File: config.mk
export PLATFORM = sky130hd
export DESIGN_NAME = rgb_pair_writer
export DESIGN_NICKNAME = d
export VERILOG_FILES = /design/src/rtl/rgb_pair_writer.sv
export SDC_FILE = /design/constraint.sdc
export NUM_CORES = 1
export LEC_CHECK = 0
export BUFFER_PORTS_ARGS = -buffer_cell sky130_fd_sc_hd__buf_2
export CAP_MARGIN = 20
export CORE_ASPECT_RATIO = 0.9
export CORE_MARGIN = 5
export CORE_UTILIZATION = 40
export CTS_CLUSTER_DIAMETER = 80
export CTS_CLUSTER_SIZE = 16
export DETAILED_ROUTE_END_ITERATION = 7
export PLACE_DENSITY = 0.57
export SLEW_MARGIN = 10
export SYNTH_ARGS = -nofsm -noshare
export SYNTH_HDL_FRONTEND = slang
export SYNTH_SLANG_ARGS = --single-unit
File: constraint.sdc
create_clock -name Clock_50 -period 5.8 [get_ports Clock_50]
set_input_delay 0.87 -clock Clock_50 [delete_from_list [all_inputs] [get_ports Clock_50]]
set_output_delay 0.87 -clock Clock_50 [all_outputs]
set_load 0.02 [all_outputs]
File: src/rtl/rgb_pair_writer.sv
// rtl/rgb_pair_writer.sv - buffers RGB pixel pairs and writes them as three 16-bit SRAM words
module rgb_pair_writer #(
    parameter logic [17:0] RGB_OFFSET  = 18'd146944,
    parameter int unsigned PIXEL_PAIRS = 38400,
    parameter int unsigned FIFO_DEPTH  = 2
) (
    input  logic        Clock_50,
    input  logic        Reset,
    input  logic        Start,
    input  logic        Pair_valid,
    output logic        Pair_ready,
    input  logic [7:0]  R_even,
    input  logic [7:0]  G_even,
    input  logic [7:0]  B_even,
    input  logic [7:0]  R_odd,
    input  logic [7:0]  G_odd,
    input  logic [7:0]  B_odd,
    input  logic        Grant,
    output logic [17:0] SRAM_address,
    output logic [15:0] SRAM_write_data,
    output logic        SRAM_we_n,
    output logic        Busy,
    output logic        Done,
    output logic [15:0] Pair_count
);

    localparam int PTR_W = (FIFO_DEPTH > 1) ? $clog2(FIFO_DEPTH) : 1;
    localparam int CNT_W = $clog2(FIFO_DEPTH + 1);
    localparam logic [15:0]      PAIRS    = 16'(PIXEL_PAIRS);
    localparam logic [CNT_W-1:0] DEPTH    = CNT_W'(FIFO_DEPTH);
    localparam logic [PTR_W-1:0] LAST_PTR = PTR_W'(FIFO_DEPTH - 1);

    typedef enum logic [2:0] {S_IDLE, S_FETCH, S_W0, S_W1, S_W2, S_DONE} state_t;

    state_t           state_q, state_d;
    logic [47:0]      mem_q [FIFO_DEPTH];
    logic [PTR_W-1:0] wr_ptr_q, wr_ptr_d, rd_ptr_q, rd_ptr_d;
    logic [CNT_W-1:0] occ_q, occ_d;
    logic [47:0]      pair_q, pair_d;
    logic [17:0]      addr_cnt_q, addr_cnt_d, addr_q, addr_d;
    logic [15:0]      acc_q, acc_d, pair_cnt_q, pair_cnt_d, data_q, data_d;
    logic             we_n_q, we_n_d, busy_q, busy_d, done_q, done_d, ready_q, ready_d;
    logic             push, pop, write_now;
    logic [15:0]      word;

    function automatic logic [PTR_W-1:0] ptr_inc(input logic [PTR_W-1:0] p);
        return (p == LAST_PTR) ? '0 : p + PTR_W'(1);
    endfunction

    assign push = Pair_valid & ready_q;

    always_ff @(posedge Clock_50) begin
        if (Reset) begin
            state_q    <= S_IDLE;
            wr_ptr_q   <= '0;
            rd_ptr_q   <= '0;
            occ_q      <= '0;
            pair_q     <= '0;
            addr_cnt_q <= RGB_OFFSET;
            acc_q      <= '0;
            pair_cnt_q <= '0;
            we_n_q     <= 1'b1;
            addr_q     <= '0;
            data_q     <= '0;
            busy_q     <= 1'b0;
            done_q     <= 1'b0;
            ready_q    <= 1'b0;
        end else begin
            state_q    <= state_d;
            wr_ptr_q   <= wr_ptr_d;
            rd_ptr_q   <= rd_ptr_d;
            occ_q      <= occ_d;
            pair_q     <= pair_d;
            addr_cnt_q <= addr_cnt_d;
            acc_q      <= acc_d;
            pair_cnt_q <= pair_cnt_d;
            we_n_q     <= we_n_d;
            addr_q     <= addr_d;
            data_q     <= data_d;
            busy_q     <= busy_d;
            done_q     <= done_d;
            ready_q    <= ready_d;
        end
    end

    // Storage needs no reset: the pointers alone define which entries are live.
    always_ff @(posedge Clock_50) begin
        if (push) mem_q[wr_ptr_q] <= {R_even, G_even, B_even, R_odd, G_odd, B_odd};
    end

    always_comb begin
        state_d = state_q;
        pop     = 1'b0;
        unique case (state_q)
            S_IDLE:  if (Start) state_d = S_FETCH;
            S_FETCH: if (occ_q != '0) begin
                pop     = 1'b1;
                state_d = S_W0;
            end
            S_W0:    if (Grant) state_d = S_W1;
            S_W1:    if (Grant) state_d = S_W2;
            S_W2:    if (Grant) begin
                if (pair_cnt_q + 16'd1 == PAIRS) begin
                    state_d = S_DONE;
                end else if (occ_q != '0) begin
                    pop     = 1'b1;
                    state_d = S_W0;
                end else begin
                    state_d = S_FETCH;
                end
            end
            S_DONE:  state_d = S_IDLE;
            default: state_d = S_IDLE;
        endcase
    end

    always_comb begin
        wr_ptr_d   = wr_ptr_q;
        rd_ptr_d   = rd_ptr_q;
        occ_d      = occ_q;
        pair_d     = pair_q;
        addr_cnt_d = addr_cnt_q;
        acc_d      = acc_q;
        pair_cnt_d = pair_cnt_q;
        we_n_d     = 1'b1;
        addr_d     = addr_q;
        data_d     = data_q;
        busy_d     = busy_q;
        done_d     = 1'b0;

        unique case (state_q)
            S_W1:    word = pair_q[31:16];
            S_W2:    word = pair_q[15:0];
            default: word = pair_q[47:32];
        endcase
        write_now = Grant && (state_q == S_W0 || state_q == S_W1 || state_q == S_W2);

        if (write_now) begin
            we_n_d     = 1'b0;
            addr_d     = addr_cnt_q;
            data_d     = word;
            addr_cnt_d = addr_cnt_q + 18'd1;
            if (state_q == S_W2) pair_cnt_d = pair_cnt_q + 16'd1;
        end
        if (pop) begin
            pair_d   = mem_q[rd_ptr_q];
            rd_ptr_d = ptr_inc(rd_ptr_q);
        end
        if (push) begin
            wr_ptr_d = ptr_inc(wr_ptr_q);
            acc_d    = acc_q + 16'd1;
        end
        if (push && !pop)      occ_d = occ_q + CNT_W'(1);
        else if (!push && pop) occ_d = occ_q - CNT_W'(1);

        if (state_q == S_IDLE && Start) begin
            addr_cnt_d = RGB_OFFSET;
            acc_d      = '0;
            pair_cnt_d = '0;
            busy_d     = 1'b1;
        end
        if (state_q == S_DONE) begin
            done_d = 1'b1;
            busy_d = 1'b0;
        end
        // Registered ready equals the accept condition evaluated on the registered state.
        ready_d = busy_d && (occ_d < DEPTH) && (acc_d < PAIRS);
    end

    assign Pair_ready      = ready_q;
    assign SRAM_address    = addr_q;
    assign SRAM_write_data = data_q;
    assign SRAM_we_n       = we_n_q;
    assign Busy            = busy_q;
    assign Done            = done_q;
    assign Pair_count      = pair_cnt_q;

endmodule

==> results of run 1 <==
routing by layer:
layer	global-route usage	part of all wire	up-vias	wire length [µm]
met5	0	0	-	0
met3	0.0283	0.054	25	1230
met1	0.236	0.49	3416	11100
met2	0.242	0.44	144	10100
met4	0.0309	0.018	0	401
li1	-	-	3545	-
through the flow:
step / utilization / std cells / hold WS [ns]
2_1_floorplan: - / 964 / 0.438
3_3_place_gp: 0.437 / 1363 / 0.440
3_5_place_dp: 0.437 / 1363 / 0.444
4_1_cts: 0.458 / 1393 / 0.454
5_1_grt: 0.459 / 1395 / 0.473
6_report: 0.459 / 1395 / 0.453
area by class of cell:
type / instances / area [µm²]
clock buffer: 29 / 513
clock inverter: 1 / 17.5
fill: 2363 / 13600
inverter: 8 / 30.0
multi-input combinational: 656 / 4160
sequential: 239 / 5750
tap: 342 / 428
timing repair buffer: 120 / 646
worst min-delay path by stage:
stage,to,slack [ns]
3_3_place_gp,SRAM_address[6],0.44
5_1_grt,SRAM_address[8],0.47
6_report,SRAM_address[14],0.45
4_1_cts,SRAM_address[14],0.45
3_5_place_dp,SRAM_address[17],0.44
2_1_floorplan,pair_q[0],0.44
state kept, by name, indices dropped and copies added (netlist names), 2 cells and up:
signal and count:
occ_q 2, Pair_count 16, SRAM_write_data 16, addr_cnt_q 18, acc_q 16, pair_q 48, state_q 3, SRAM_address 18
mem_q 96
worst max-delay path: stages (launching register included):
cell	delay (ns)
sky130_fd_sc_hd__dfxtp_1	0.42
sky130_fd_sc_hd__ha_1	0.41
sky130_fd_sc_hd__xnor2_1	0.17
sky130_fd_sc_hd__and2_1	0.15
sky130_fd_sc_hd__mux2i_1	0.10
sky130_fd_sc_hd__or4_1	0.54
sky130_fd_sc_hd__o21ai_4	0.33
sky130_fd_sc_hd__inv_2	0.07
sky130_fd_sc_hd__ha_1	0.23
sky130_fd_sc_hd__nor2_1	0.11
sky130_fd_sc_hd__a211oi_1	0.05
sky130_fd_sc_hd__a21oi_1	0.16
sky130_fd_sc_hd__o211a_1	0.17
placed cells by master (no fill, tap or decap), drive strengths merged, types with 5 or more instances in the layout:
master	instances
nor2	86
xnor2	24
edfxtp	96
nand3	21
a22oi	17
buf	120
mux2	49
nand3b	18
o21ai	16
and3	7
nor3	6
inv	7
nand4	10
clkbuf	29
a22o	32
ha	6
nand2	177
xor2	25
mux2i	49
dfxtp	143
a21oi	60
and2	7
and4	5
power groups by stage:
| stage | combinational (W) | clock (W) | sequential, W |
|---|---|---|---|
| 2_1_floorplan | 0.000123 | 0 | 0.00184 |
| 3_3_place_gp | 0.000194 | 0 | 0.00184 |
| 3_5_place_dp | 0.000194 | 0 | 0.00184 |
| 4_1_cts | 0.000195 | 0.00124 | 0.00180 |
| 5_1_grt | 0.000214 | 0.00130 | 0.00181 |
| 6_report | 0.000192 | 0.00119 | 0.00180 |
kinds of logic (layout without fill, tap and decap cells):
logic type / after synthesis / count (layout)
simple gates: 354 / 354
buf+inv: 69 / 158
mux: 98 / 98
compound gates: 149 / 149
xor+xnor: 49 / 49
flops: 239 / 239
fa+ha+maj: 6 / 6
==> run_summary.xml, run 1 <==
<?xml version="1.0" encoding="UTF-8"?>
<metrics>
  <group name="final_layout">
    <metric name="area_delta_synth_final" unit="%">13.5</metric>
    <metric name="drive_gt1_frac" unit="">0.193</metric>
    <metric name="num_antenna_cells" unit="">0</metric>
    <metric name="layout.nets" unit="">1102</metric>
    <metric name="postLayoutCellArea" unit="µm²">11500</metric>
  </group>
  <group name="flow_run">
    <metric name="max-cap-violations" unit="">0</metric>
  </group>
  <group name="routing">
    <metric name="route.detailed.vias_per_inst" unit="">5.11</metric>
    <metric name="initialDrtViolationCount" unit="">389</metric>
    <metric name="ant_nets" unit="">0</metric>
    <metric name="detail_route.drc_violations" unit="">0</metric>
    <metric name="avgRoutedWirePerCell" unit="µm">16.3</metric>
    <metric name="drtPass1Iterations" unit="">5</metric>
    <metric name="detail_route.wirelength" unit="mm">22.8</metric>
    <metric name="num_vias" unit="">7130</metric>
  </group>
  <group name="power">
    <metric name="power.share.combinational" unit="">0.060</metric>
    <metric name="p_sw_frac" unit="">0.221</metric>
    <metric name="power_frac_seq" unit="">0.566</metric>
    <metric name="p_leak" unit="nW">4.37</metric>
    <metric name="powerDensity" unit="nW/µm²">276</metric>
    <metric name="p_int" unit="W">0.00248</metric>
    <metric name="power_frac_clock" unit="">0.374</metric>
    <metric name="vdd.ir_drop.worst" unit="mV">0.229</metric>
    <metric name="overall_power" unit="W">0.00319</metric>
    <metric name="switching_power" unit="W">0.000703</metric>
  </group>
  <group name="synth">
    <metric name="syn-cell-area" unit="µm²">10200</metric>
    <metric name="synth_top_cell_by_area" unit="">sky130_fd_sc_hd__edfxtp_1</metric>
    <metric name="synth-adder-area-share" unit="">0.00738</metric>
    <metric name="ys_seq_elements" unit="">239</metric>
    <metric name="part_of_the_yosys_area_used_for_sequential_elements" unit="">0.565</metric>
    <metric name="post_synth_num_cell_types" unit="">58</metric>
    <metric name="synth_cells" unit="">964</metric>
    <metric name="synth_edf_count" unit="">96</metric>
    <metric name="yosys.area_share.simple" unit="">0.156</metric>
    <metric name="parity_gate_share_of_the_synthesized_area_counting_xor_and_xnor_cells" unit="">0.0422</metric>
    <metric name="compound_gate_fraction_of_synth_area" unit="">0.0987</metric>
    <metric name="muxShareOfSynthArea" unit="">0.102</metric>
    <metric name="total_nets_after_synthesis" unit="">1023</metric>
    <metric name="synth_warnings" unit="">0</metric>
    <metric name="synth_top_area_frac" unit="">0.283</metric>
    <metric name="synthTopCellsByCount" unit="">sky130_fd_sc_hd__nand2_1 (177), sky130_fd_sc_hd__dfxtp_1 (143), sky130_fd_sc_hd__edfxtp_1 (96)</metric>
    <metric name="netlist_top_cells_area" unit="">sky130_fd_sc_hd__edfxtp_1 (28%), sky130_fd_sc_hd__dfxtp_1 (28%), sky130_fd_sc_hd__nand2_1 (6.5%), sky130_fd_sc_hd__mux2_2 (5.3%), sky130_fd_sc_hd__mux2i_1 (4.8%)</metric>
    <metric name="synth_async_sr_flop_share" unit="">0</metric>
    <metric name="largest_family_of_logic_cells_by_synthesized_area" unit="">simple AND/OR/NAND/NOR gates</metric>
    <metric name="synth_ff_type" unit="">sky130_fd_sc_hd__dfxtp_1</metric>
    <metric name="most_frequent_cell_after_synthesis" unit="">sky130_fd_sc_hd__nand2_1</metric>
    <metric name="synth_area_per_cell" unit="µm²">10.5</metric>
  </group>
  <group name="timing">
    <metric name="report.final.hold_viol_count" unit="">0</metric>
    <metric name="finalCritPeriodShare" unit="">0.510</metric>
    <metric name="fmaxAchievable" unit="GHz">0.338</metric>
    <metric name="totalNegativeSetupSlack" unit="ns">0</metric>
    <metric name="report.final.setup_viol" unit="">0</metric>
    <metric name="min_period" unit="ns">2.96</metric>
    <metric name="relSlewSlack" unit="">0.383</metric>
    <metric name="grt_setup_unrepaired" unit="">no</metric>
    <metric name="finalClockSkew" unit="ns">0.00600</metric>
    <metric name="postLayoutSetupSlackWorst" unit="ns">2.84</metric>
    <metric name="tightestPinTransition" unit="ns">0.926</metric>
    <metric name="slew_violations" unit="">0</metric>
  </group>
  <group name="cts">
    <metric name="cts-root-buf" unit="">sky130_fd_sc_hd__clkbuf_16</metric>
    <metric name="post_cts_sizing_count" unit="">0</metric>
    <metric name="clkSlewWorstSetupHoldPaths" unit="ns">0.07</metric>
    <metric name="clock_path_buffers" unit="">3</metric>
    <metric name="cts-buffers-inserted" unit="">18</metric>
    <metric name="hold_buffers" unit="">0</metric>
    <metric name="cts_tree" unit="">yes</metric>
    <metric name="clock_tree.htree_level_count" unit="">1</metric>
    <metric name="post_cts.repair.setup_buffers" unit="">0</metric>
    <metric name="clock_sink_count" unit="">239</metric>
    <metric name="source_to_sink_clock_delay_at_the_later_pin_of_the_worst_skew_pair" unit="ns">0.49</metric>
  </group>
  <group name="die">
    <metric name="start_util" unit="">0.405</metric>
    <metric name="core-area" unit="µm²">25100</metric>
    <metric name="floorplan.die.height" unit="µm">161</metric>
    <metric name="num_rows" unit="">55</metric>
    <metric name="num_io_pins" unit="">107</metric>
    <metric name="dieWidth" unit="µm">178</metric>
    <metric name="die-area" unit="µm²">28700</metric>
  </group>
  <group name="setup_path">
    <metric name="startpoint_type" unit="">flop</metric>
    <metric name="reg2reg_setup_slack" unit="ns">2.84</metric>
    <metric name="crit_path_arrival_time" unit="ns">3.39</metric>
    <metric name="timing.critical_path.from" unit="">Pair_count[0]</metric>
    <metric name="timing.reg2reg.worst_path_depth" unit="">12</metric>
    <metric name="critPathKind" unit="">reg2reg</metric>
    <metric name="worstReg2RegEnd" unit="">Pair_ready</metric>
    <metric name="regToRegStartpoint" unit="">Pair_count[0]</metric>
    <metric name="worst_setup_path_end" unit="">Pair_ready</metric>
    <metric name="critPathCaptureType" unit="">flop</metric>
    <metric name="crit_required" unit="ns">6.24</metric>
    <metric name="critPathMaxFanout" unit="">9</metric>
  </group>
  <group name="min_path">
    <metric name="timing.hold.worst_path_depth" unit="">2</metric>
    <metric name="worstHoldStart" unit="">SRAM_address[14]</metric>
    <metric name="worstHoldPathType" unit="">reg2reg</metric>
  </group>
  <group name="global_route">
    <metric name="first_global_vias" unit="">7008</metric>
    <metric name="track_usage" unit="">0.158</metric>
    <metric name="grt_antenna_before_repair" unit="">0</metric>
    <metric name="wire_length_of_the_first_global_routing_pass" unit="mm">37.5</metric>
    <metric name="gr-total-overflow" unit="">0</metric>
    <metric name="grt_max_degree" unit="">83</metric>
  </group>
  <group name="place">
    <metric name="dp_hpwl" unit="mm">14.8</metric>
    <metric name="dp_worst_setup_slack" unit="ns">2.26</metric>
    <metric name="io_buffers" unit="">106</metric>
    <metric name="final_gp_congestion" unit="">0.833</metric>
    <metric name="placed_area" unit="µm²">11000</metric>
  </group>
  <group name="outcome">
    <metric name="run_status" unit="">complete, no violations</metric>
  </group>
</metrics>
Note: power is estimated with default switching activity, not from simulation.
==> run 2, diff against run 1 <==
==> constraint.sdc (replaced) <==
create_clock -name Clock_50 -period 2.8 [get_ports Clock_50]
set_input_delay 0.42 -clock Clock_50 [delete_from_list [all_inputs] [get_ports Clock_50]]
set_output_delay 0.42 -clock Clock_50 [all_outputs]
set_load 0.02 [all_outputs]
==> run 2 against run 1 <==
Against the previous run: non-clock buffer count is 13 higher; sequential share of layout area is 0.57 points lower; critical path depth is 1 lower; worst setup slack worse by 2.6 ns; core utilization is 0.55 points higher; hold slack worse by 0.34 ns; highest routed layer is now met5.
==> run_summary.xml, run 2 (synthesis gave the netlist of run 1 again) <==
<?xml version="1.0" encoding="UTF-8"?>
<metrics>
  <group name="outcome">
    <metric name="run_status" unit="">complete, no violations</metric>
  </group>
  <group name="global_route">
    <metric name="grt_antenna_before_repair" unit="">1</metric>
    <metric name="first_global_vias" unit="">6867</metric>
    <metric name="wire_length_of_the_first_global_routing_pass" unit="mm">36.5</metric>
    <metric name="gr-total-overflow" unit="">0</metric>
    <metric name="grt_max_degree" unit="">69</metric>
    <metric name="track_usage" unit="">0.155</metric>
  </group>
  <group name="flow_run">
    <metric name="max-cap-violations" unit="">0</metric>
  </group>
  <group name="die">
    <metric name="dieWidth" unit="µm">178</metric>
    <metric name="core-area" unit="µm²">25100</metric>
    <metric name="floorplan.die.height" unit="µm">161</metric>
    <metric name="num_rows" unit="">55</metric>
    <metric name="num_io_pins" unit="">107</metric>
    <metric name="die-area" unit="µm²">28700</metric>
    <metric name="start_util" unit="">0.405</metric>
  </group>
  <group name="setup_path">
    <metric name="startpoint_type" unit="">flop</metric>
    <metric name="critPathKind" unit="">reg2reg</metric>
    <metric name="crit_slowest_cell" unit="">sky130_fd_sc_hd__or4_1</metric>
    <metric name="timing.critical_path.cells" unit="">nand4_2 &gt; nor4_2 &gt; mux2i_1 &gt; or4_1 &gt; o21ai_4 &gt; inv_2 &gt; ha_1 &gt; nor2_1 &gt; a211oi_1 &gt; a21oi_1 &gt; o211a_1</metric>
    <metric name="critPathMaxFanout" unit="">7</metric>
    <metric name="critPathCaptureType" unit="">flop</metric>
    <metric name="crit_required" unit="ns">3.23</metric>
    <metric name="delay_of_the_slowest_cell_on_the_worst_path" unit="ns">0.53</metric>
    <metric name="crit_path_arrival_time" unit="ns">3.02</metric>
  </group>
  <group name="final_layout">
    <metric name="fill_count" unit="">2395</metric>
    <metric name="most_frequent_cells_in_the_layout" unit="">sky130_fd_sc_hd__nand2_1 (177), sky130_fd_sc_hd__dfxtp_1 (139), sky130_fd_sc_hd__buf_2 (106), sky130_fd_sc_hd__edfxtp_1 (96), sky130_fd_sc_hd__nor2_1 (85)</metric>
    <metric name="largestRegisters" unit="">mem_q (96), pair_q (48)</metric>
    <metric name="largest_reg_flops" unit="">96</metric>
    <metric name="area_delta_synth_final" unit="%">14.8</metric>
    <metric name="sequential_cell_area" unit="µm²">5750</metric>
    <metric name="multi_input_area" unit="µm²">4160</metric>
    <metric name="num_antenna_cells" unit="">0</metric>
    <metric name="layout.nets" unit="">1115</metric>
    <metric name="layout_commonest_cell" unit="">sky130_fd_sc_hd__nand2_1</metric>
    <metric name="stdcell_count" unit="">1410</metric>
    <metric name="drive_gt1_frac" unit="">0.205</metric>
    <metric name="largest_register" unit="">mem_q</metric>
    <metric name="finalCoreUtilization" unit="">0.465</metric>
  </group>
  <group name="timing">
    <metric name="fmaxAchievable" unit="GHz">0.386</metric>
    <metric name="finalCritPeriodShare" unit="">0.925</metric>
    <metric name="relSlewSlack" unit="">0.516</metric>
    <metric name="totalNegativeSetupSlack" unit="ns">0</metric>
    <metric name="report.final.setup_viol" unit="">0</metric>
    <metric name="report.final.hold_viol_count" unit="">0</metric>
    <metric name="postLayoutSetupSlackWorst" unit="ns">0.209</metric>
    <metric name="grt_setup_unrepaired" unit="">no</metric>
    <metric name="min_period" unit="ns">2.59</metric>
    <metric name="slew_violations" unit="">0</metric>
    <metric name="tightestPinTransition" unit="ns">0.726</metric>
    <metric name="finalClockSkew" unit="ns">0.0122</metric>
    <metric name="whs" unit="ns">0.115</metric>
  </group>
  <group name="cts">
    <metric name="clock_path_buffers" unit="">3</metric>
    <metric name="cts-root-buf" unit="">sky130_fd_sc_hd__clkbuf_16</metric>
    <metric name="cts-buffers-inserted" unit="">18</metric>
    <metric name="clock_sink_count" unit="">239</metric>
    <metric name="source_to_sink_clock_delay_at_the_later_pin_of_the_worst_skew_pair" unit="ns">0.49</metric>
    <metric name="clock_tree.htree_level_count" unit="">1</metric>
    <metric name="cts_tree" unit="">yes</metric>
    <metric name="clkSlewWorstSetupHoldPaths" unit="ns">0.08</metric>
    <metric name="post_cts.repair.setup_buffers" unit="">0</metric>
  </group>
  <group name="place">
    <metric name="io_buffers" unit="">106</metric>
    <metric name="dp_hpwl" unit="mm">14.7</metric>
    <metric name="dp_worst_setup_slack" unit="ns">0.193</metric>
    <metric name="final_gp_congestion" unit="">0.797</metric>
    <metric name="place.detailed.instances" unit="">1378</metric>
  </group>
  <group name="min_path">
    <metric name="worstHoldPathType" unit="">in2reg</metric>
  </group>
  <group name="power">
    <metric name="powerDensity" unit="nW/µm²">563</metric>
    <metric name="vdd.ir_drop.worst" unit="mV">0.339</metric>
    <metric name="p_leak" unit="nW">4.44</metric>
  </group>
  <group name="routing">
    <metric name="drtPass1Iterations" unit="">4</metric>
    <metric name="detail_route.drc_violations" unit="">0</metric>
    <metric name="route.detailed.vias_per_inst" unit="">5.03</metric>
    <metric name="avgRoutedWirePerCell" unit="µm">16.0</metric>
    <metric name="initialDrtViolationCount" unit="">386</metric>
    <metric name="detail_route.wirelength" unit="mm">22.5</metric>
    <metric name="ant_nets" unit="">0</metric>
    <metric name="num_vias" unit="">7098</metric>
  </group>
</metrics>
==> run 2: cell types whose count changed in the layout (fill, tap and decap cells not counted), moves of 2 or more <==
cell                       delta
sky130_fd_sc_hd__buf_4       +11
sky130_fd_sc_hd__dfxtp_1      -2
sky130_fd_sc_hd__buf_12       +3
sky130_fd_sc_hd__clkbuf_1     +3
sky130_fd_sc_hd__dfxtp_2      +2
==> run 2: final cells by class <==
class                   count  share of cell area
clock buffers              32              0.0449
well taps                 342              0.0366
repair buffers            133              0.0671
multi-input cells         656               0.356
inverters                   8             0.00257
flip-flops and latches    239               0.492
==> run 2: worst max-delay path, delay by kind of cell (launching register included) <==
kind | cells | cell delay (ns)
AO/OA/AOI/OAI | 4 | 0.54
adder cells (fa/ha/maj) | 1 | 0.22
buffers and inverters | 1 | 0.06
flip-flops | 1 | 0.39
multiplexers | 1 | 0.12
AND/OR/NAND/NOR | 4 | 1.21
==> run 2: per-layer routing <==
metal / up-vias / GRT usage / share of wire
met4: 2 / 0.0281 / 0.016
li1: 3574 / - / -
met2: 122 / 0.245 / 0.45
met3: 26 / 0.0255 / 0.048
met1: 3374 / 0.227 / 0.49
met5: - / 0 / 0.00031
==> run 2: metrics by stage <==
| step | total power (W) | cell area (µm²) |
|---|---|---|
| 2_1_floorplan | 0.00407 | 10200 |
| 3_3_place_gp | 0.00423 | 11100 |
| 3_5_place_dp | 0.00423 | 11100 |
| 4_1_cts | 0.00668 | 11700 |
| 5_1_grt | 0.00684 | 11700 |
| 6_report | 0.00657 | 11700 |
==> run 2: worst paths after layout <==
check,slack [ns],cells after the start,startpoint,end
setup / recovery,0.21,11,Pair_count[5],Pair_ready
hold / removal,0.12,1,G_odd[3],mem_q[0][11]
hold reg to reg,0.45,2,SRAM_address[11],SRAM_address[11]
setup reg to reg,0.21,11,Pair_count[5],Pair_ready
==> run 2: what timing repair did <==
action | 4_1_cts | 5_1_grt
hold buffers | 0 | 0
setup endpoints to repair | 0 | 8
endpoints found under the hold margin | 0 | 0
resized for setup | 0 | 3
==> run 2: report_power, final <==
group | switching [W] | internal (W) | leakage, nW | total, W
Sequential | 0.0000311 | 0.00370 | 2.03 | 0.00373
Clock | 0.00116 | 0.00127 | 0.249 | 0.00243
Combinational | 0.000261 | 0.000151 | 2.16 | 0.000412
==> run 3, diff against run 2 <==
--- a/config.mk
+++ b/config.mk
@@ -9,11 +9,11 @@
 export CAP_MARGIN = 20
 export CORE_ASPECT_RATIO = 0.9
 export CORE_MARGIN = 5
-export CORE_UTILIZATION = 40
+export CORE_UTILIZATION = 30
 export CTS_CLUSTER_DIAMETER = 80
 export CTS_CLUSTER_SIZE = 16
 export DETAILED_ROUTE_END_ITERATION = 7
-export PLACE_DENSITY = 0.57
+export PLACE_DENSITY = 0.45
 export SLEW_MARGIN = 10
 export SYNTH_ARGS = -nofsm -noshare
 export SYNTH_HDL_FRONTEND = slang
==> run 3 against run 2 <==
Against the previous run: hold slack got worse by 0.023 ns; total power increased by 3.8%; non-clock buffer count up 5; largest power group unchanged; critical path type unchanged.
==> run_summary.xml, run 3 (synthesis gave the netlist of run 1 again) <==
<?xml version="1.0" encoding="UTF-8"?>
<metrics>
  <group name="setup_path">
    <metric name="startpoint_type" unit="">flop</metric>
    <metric name="regToRegStartpoint" unit="">Pair_count[5]</metric>
    <metric name="crit_required" unit="ns">3.26</metric>
    <metric name="reg2reg_setup_slack" unit="ns">0.18</metric>
    <metric name="crit_path_arrival_time" unit="ns">3.07</metric>
    <metric name="timing.reg2reg.worst_path_depth" unit="">11</metric>
    <metric name="worstReg2RegEnd" unit="">Pair_ready</metric>
    <metric name="critPathCaptureType" unit="">flop</metric>
    <metric name="critPathMaxFanout" unit="">7</metric>
    <metric name="critPathKind" unit="">reg2reg</metric>
  </group>
  <group name="routing">
    <metric name="detail_route.drc_violations" unit="">0</metric>
    <metric name="initialDrtViolationCount" unit="">358</metric>
    <metric name="detail_route.wirelength" unit="mm">25.1</metric>
    <metric name="route.detailed.vias_per_inst" unit="">4.67</metric>
    <metric name="ant_nets" unit="">0</metric>
    <metric name="drtPass1Iterations" unit="">4</metric>
    <metric name="avgRoutedWirePerCell" unit="µm">16.3</metric>
    <metric name="num_vias" unit="">7184</metric>
  </group>
  <group name="power">
    <metric name="vdd.ir_drop.worst" unit="mV">0.458</metric>
    <metric name="p_leak" unit="nW">4.52</metric>
    <metric name="powerDensity" unit="nW/µm²">570</metric>
    <metric name="overall_power" unit="W">0.00682</metric>
  </group>
  <group name="die">
    <metric name="num_io_pins" unit="">107</metric>
    <metric name="core-area" unit="µm²">33700</metric>
    <metric name="num_rows" unit="">64</metric>
    <metric name="dieWidth" unit="µm">204</metric>
    <metric name="start_util" unit="">0.302</metric>
    <metric name="die-area" unit="µm²">37700</metric>
    <metric name="floorplan.die.height" unit="µm">185</metric>
  </group>
  <group name="cts">
    <metric name="clkSlewWorstSetupHoldPaths" unit="ns">0.07</metric>
    <metric name="source_to_sink_clock_delay_at_the_later_pin_of_the_worst_skew_pair" unit="ns">0.52</metric>
    <metric name="hold_buffers" unit="">0</metric>
    <metric name="clock_tree.htree_level_count" unit="">1</metric>
    <metric name="cts-buffers-inserted" unit="">20</metric>
    <metric name="clock_sink_count" unit="">239</metric>
    <metric name="cts_tree" unit="">yes</metric>
    <metric name="clock_path_buffers" unit="">3</metric>
    <metric name="cts-root-buf" unit="">sky130_fd_sc_hd__clkbuf_16</metric>
  </group>
  <group name="timing">
    <metric name="relSlewSlack" unit="">0.518</metric>
    <metric name="grt_setup_unrepaired" unit="">no</metric>
    <metric name="finalCritPeriodShare" unit="">0.934</metric>
    <metric name="min_period" unit="ns">2.62</metric>
    <metric name="report.final.setup_viol" unit="">0</metric>
    <metric name="tightestPinTransition" unit="ns">0.721</metric>
    <metric name="report.final.hold_viol_count" unit="">0</metric>
    <metric name="fmaxAchievable" unit="GHz">0.382</metric>
    <metric name="totalNegativeSetupSlack" unit="ns">0</metric>
    <metric name="slew_violations" unit="">0</metric>
    <metric name="finalClockSkew" unit="ns">0.0171</metric>
  </group>
  <group name="place">
    <metric name="dp_hpwl" unit="mm">16.8</metric>
    <metric name="io_buffers" unit="">106</metric>
    <metric name="final_gp_congestion" unit="">0.771</metric>
  </group>
  <group name="global_route">
    <metric name="grt_antenna_before_repair" unit="">1</metric>
    <metric name="wire_length_of_the_first_global_routing_pass" unit="mm">39.8</metric>
    <metric name="track_usage" unit="">0.131</metric>
    <metric name="gr-total-overflow" unit="">0</metric>
    <metric name="grt_max_degree" unit="">52</metric>
    <metric name="first_global_vias" unit="">7052</metric>
  </group>
  <group name="final_layout">
    <metric name="most_frequent_cells_in_the_layout" unit="">sky130_fd_sc_hd__nand2_1 (177), sky130_fd_sc_hd__dfxtp_1 (138), sky130_fd_sc_hd__buf_2 (106), sky130_fd_sc_hd__edfxtp_1 (96), sky130_fd_sc_hd__nor2_1 (85)</metric>
    <metric name="drive_gt1_frac" unit="">0.215</metric>
    <metric name="layout_commonest_cell" unit="">sky130_fd_sc_hd__nand2_1</metric>
    <metric name="fill_count" unit="">3464</metric>
    <metric name="num_antenna_cells" unit="">0</metric>
    <metric name="layout.nets" unit="">1122</metric>
    <metric name="largestRegisters" unit="">mem_q (96), pair_q (48)</metric>
    <metric name="area_delta_synth_final" unit="%">17.6</metric>
    <metric name="largest_reg_flops" unit="">96</metric>
    <metric name="largest_register" unit="">mem_q</metric>
  </group>
  <group name="min_path">
    <metric name="hold_path_end" unit="">mem_q[0][10]</metric>
    <metric name="worstHoldStart" unit="">G_odd[2]</metric>
    <metric name="timing.hold.worst_path_depth" unit="">1</metric>
    <metric name="worstHoldPathType" unit="">in2reg</metric>
  </group>
  <group name="outcome">
    <metric name="run_status" unit="">complete, no violations</metric>
  </group>
  <group name="flow_run">
    <metric name="max-cap-violations" unit="">0</metric>
  </group>
</metrics>
-- run 3: power breakdown --
part	switching, W	leakage [nW]	total, W	internal (W)
sequential	0.0000397	2.03	0.00374	0.00370
clock	0.00130	0.288	0.00266	0.00136
combinational	0.000263	2.20	0.000418	0.000156
-- run 3: metal layers --
| layer | routed length [µm] | up-vias | global-route usage |
|---|---|---|---|
| met1 | 12700 | 3434 | 0.192 |
| li1 | - | 3600 | - |
| met4 | 446 | 2 | 0.0273 |
| met3 | 954 | 32 | 0.0223 |
| met2 | 11000 | 116 | 0.203 |
| met5 | 11 | - | 0 |
-- run 3: metrics by stage --
step | setup WS (ns) | std cells | utilization | hold slack [ns] | instance area [µm²]
5_1_grt | 0.00581 | 1538 | 0.355 | 0.0681 | 12000
4_1_cts | 0.0955 | 1538 | 0.355 | 0.0668 | 12000
3_5_place_dp | 0.137 | 1503 | 0.337 | 0.446 | 11400
2_1_floorplan | 0.0724 | 964 | - | 0.438 | 10200
3_3_place_gp | 0.164 | 1503 | 0.337 | 0.445 | 11400
6_report | 0.185 | 1538 | 0.355 | 0.0925 | 12000
-- run 3: worst max-delay path by stage --
stage             startpoint    endpoint  slack, ns  cells after the start
2_1_floorplan  Pair_count[3]  Pair_ready       0.07                     11
3_3_place_gp   Pair_count[5]  Pair_ready       0.16                     11
3_5_place_dp   Pair_count[5]  Pair_ready       0.14                     11
4_1_cts        Pair_count[5]  Pair_ready        0.1                     11
5_1_grt        Pair_count[5]  Pair_ready      0.006                     11
6_report       Pair_count[5]  Pair_ready       0.18                     11
-- run 3: cell type report --
cell class / count / area (µm²) / area share
clock buffer: 29 / 534 / 0.0447
clock inverter: 6 / 58.8 / 0.00492
inverter: 8 / 30.0 / 0.00251
multi-input combinational: 656 / 4160 / 0.348
sequential: 239 / 5750 / 0.481
tap: 462 / 578 / 0.0483
timing repair buffer: 138 / 846 / 0.0707
-- run 3: worst max-delay path, stage by stage (launching register included) --
cell	delay (ns)
sky130_fd_sc_hd__dfxtp_2	0.38
sky130_fd_sc_hd__nand4_2	0.19
sky130_fd_sc_hd__nor4_2	0.35
sky130_fd_sc_hd__mux2i_1	0.13
sky130_fd_sc_hd__or4_1	0.53
sky130_fd_sc_hd__o21ai_4	0.19
sky130_fd_sc_hd__inv_2	0.06
sky130_fd_sc_hd__ha_1	0.22
sky130_fd_sc_hd__nor2_1	0.10
sky130_fd_sc_hd__a211oi_1	0.05
sky130_fd_sc_hd__a21oi_1	0.18
sky130_fd_sc_hd__o211a_1	0.18
-- run 3: timing repair --
action	CTS	global route
setup buffers	0	0
setup endpoints to repair	0	3
resized for setup	0	3
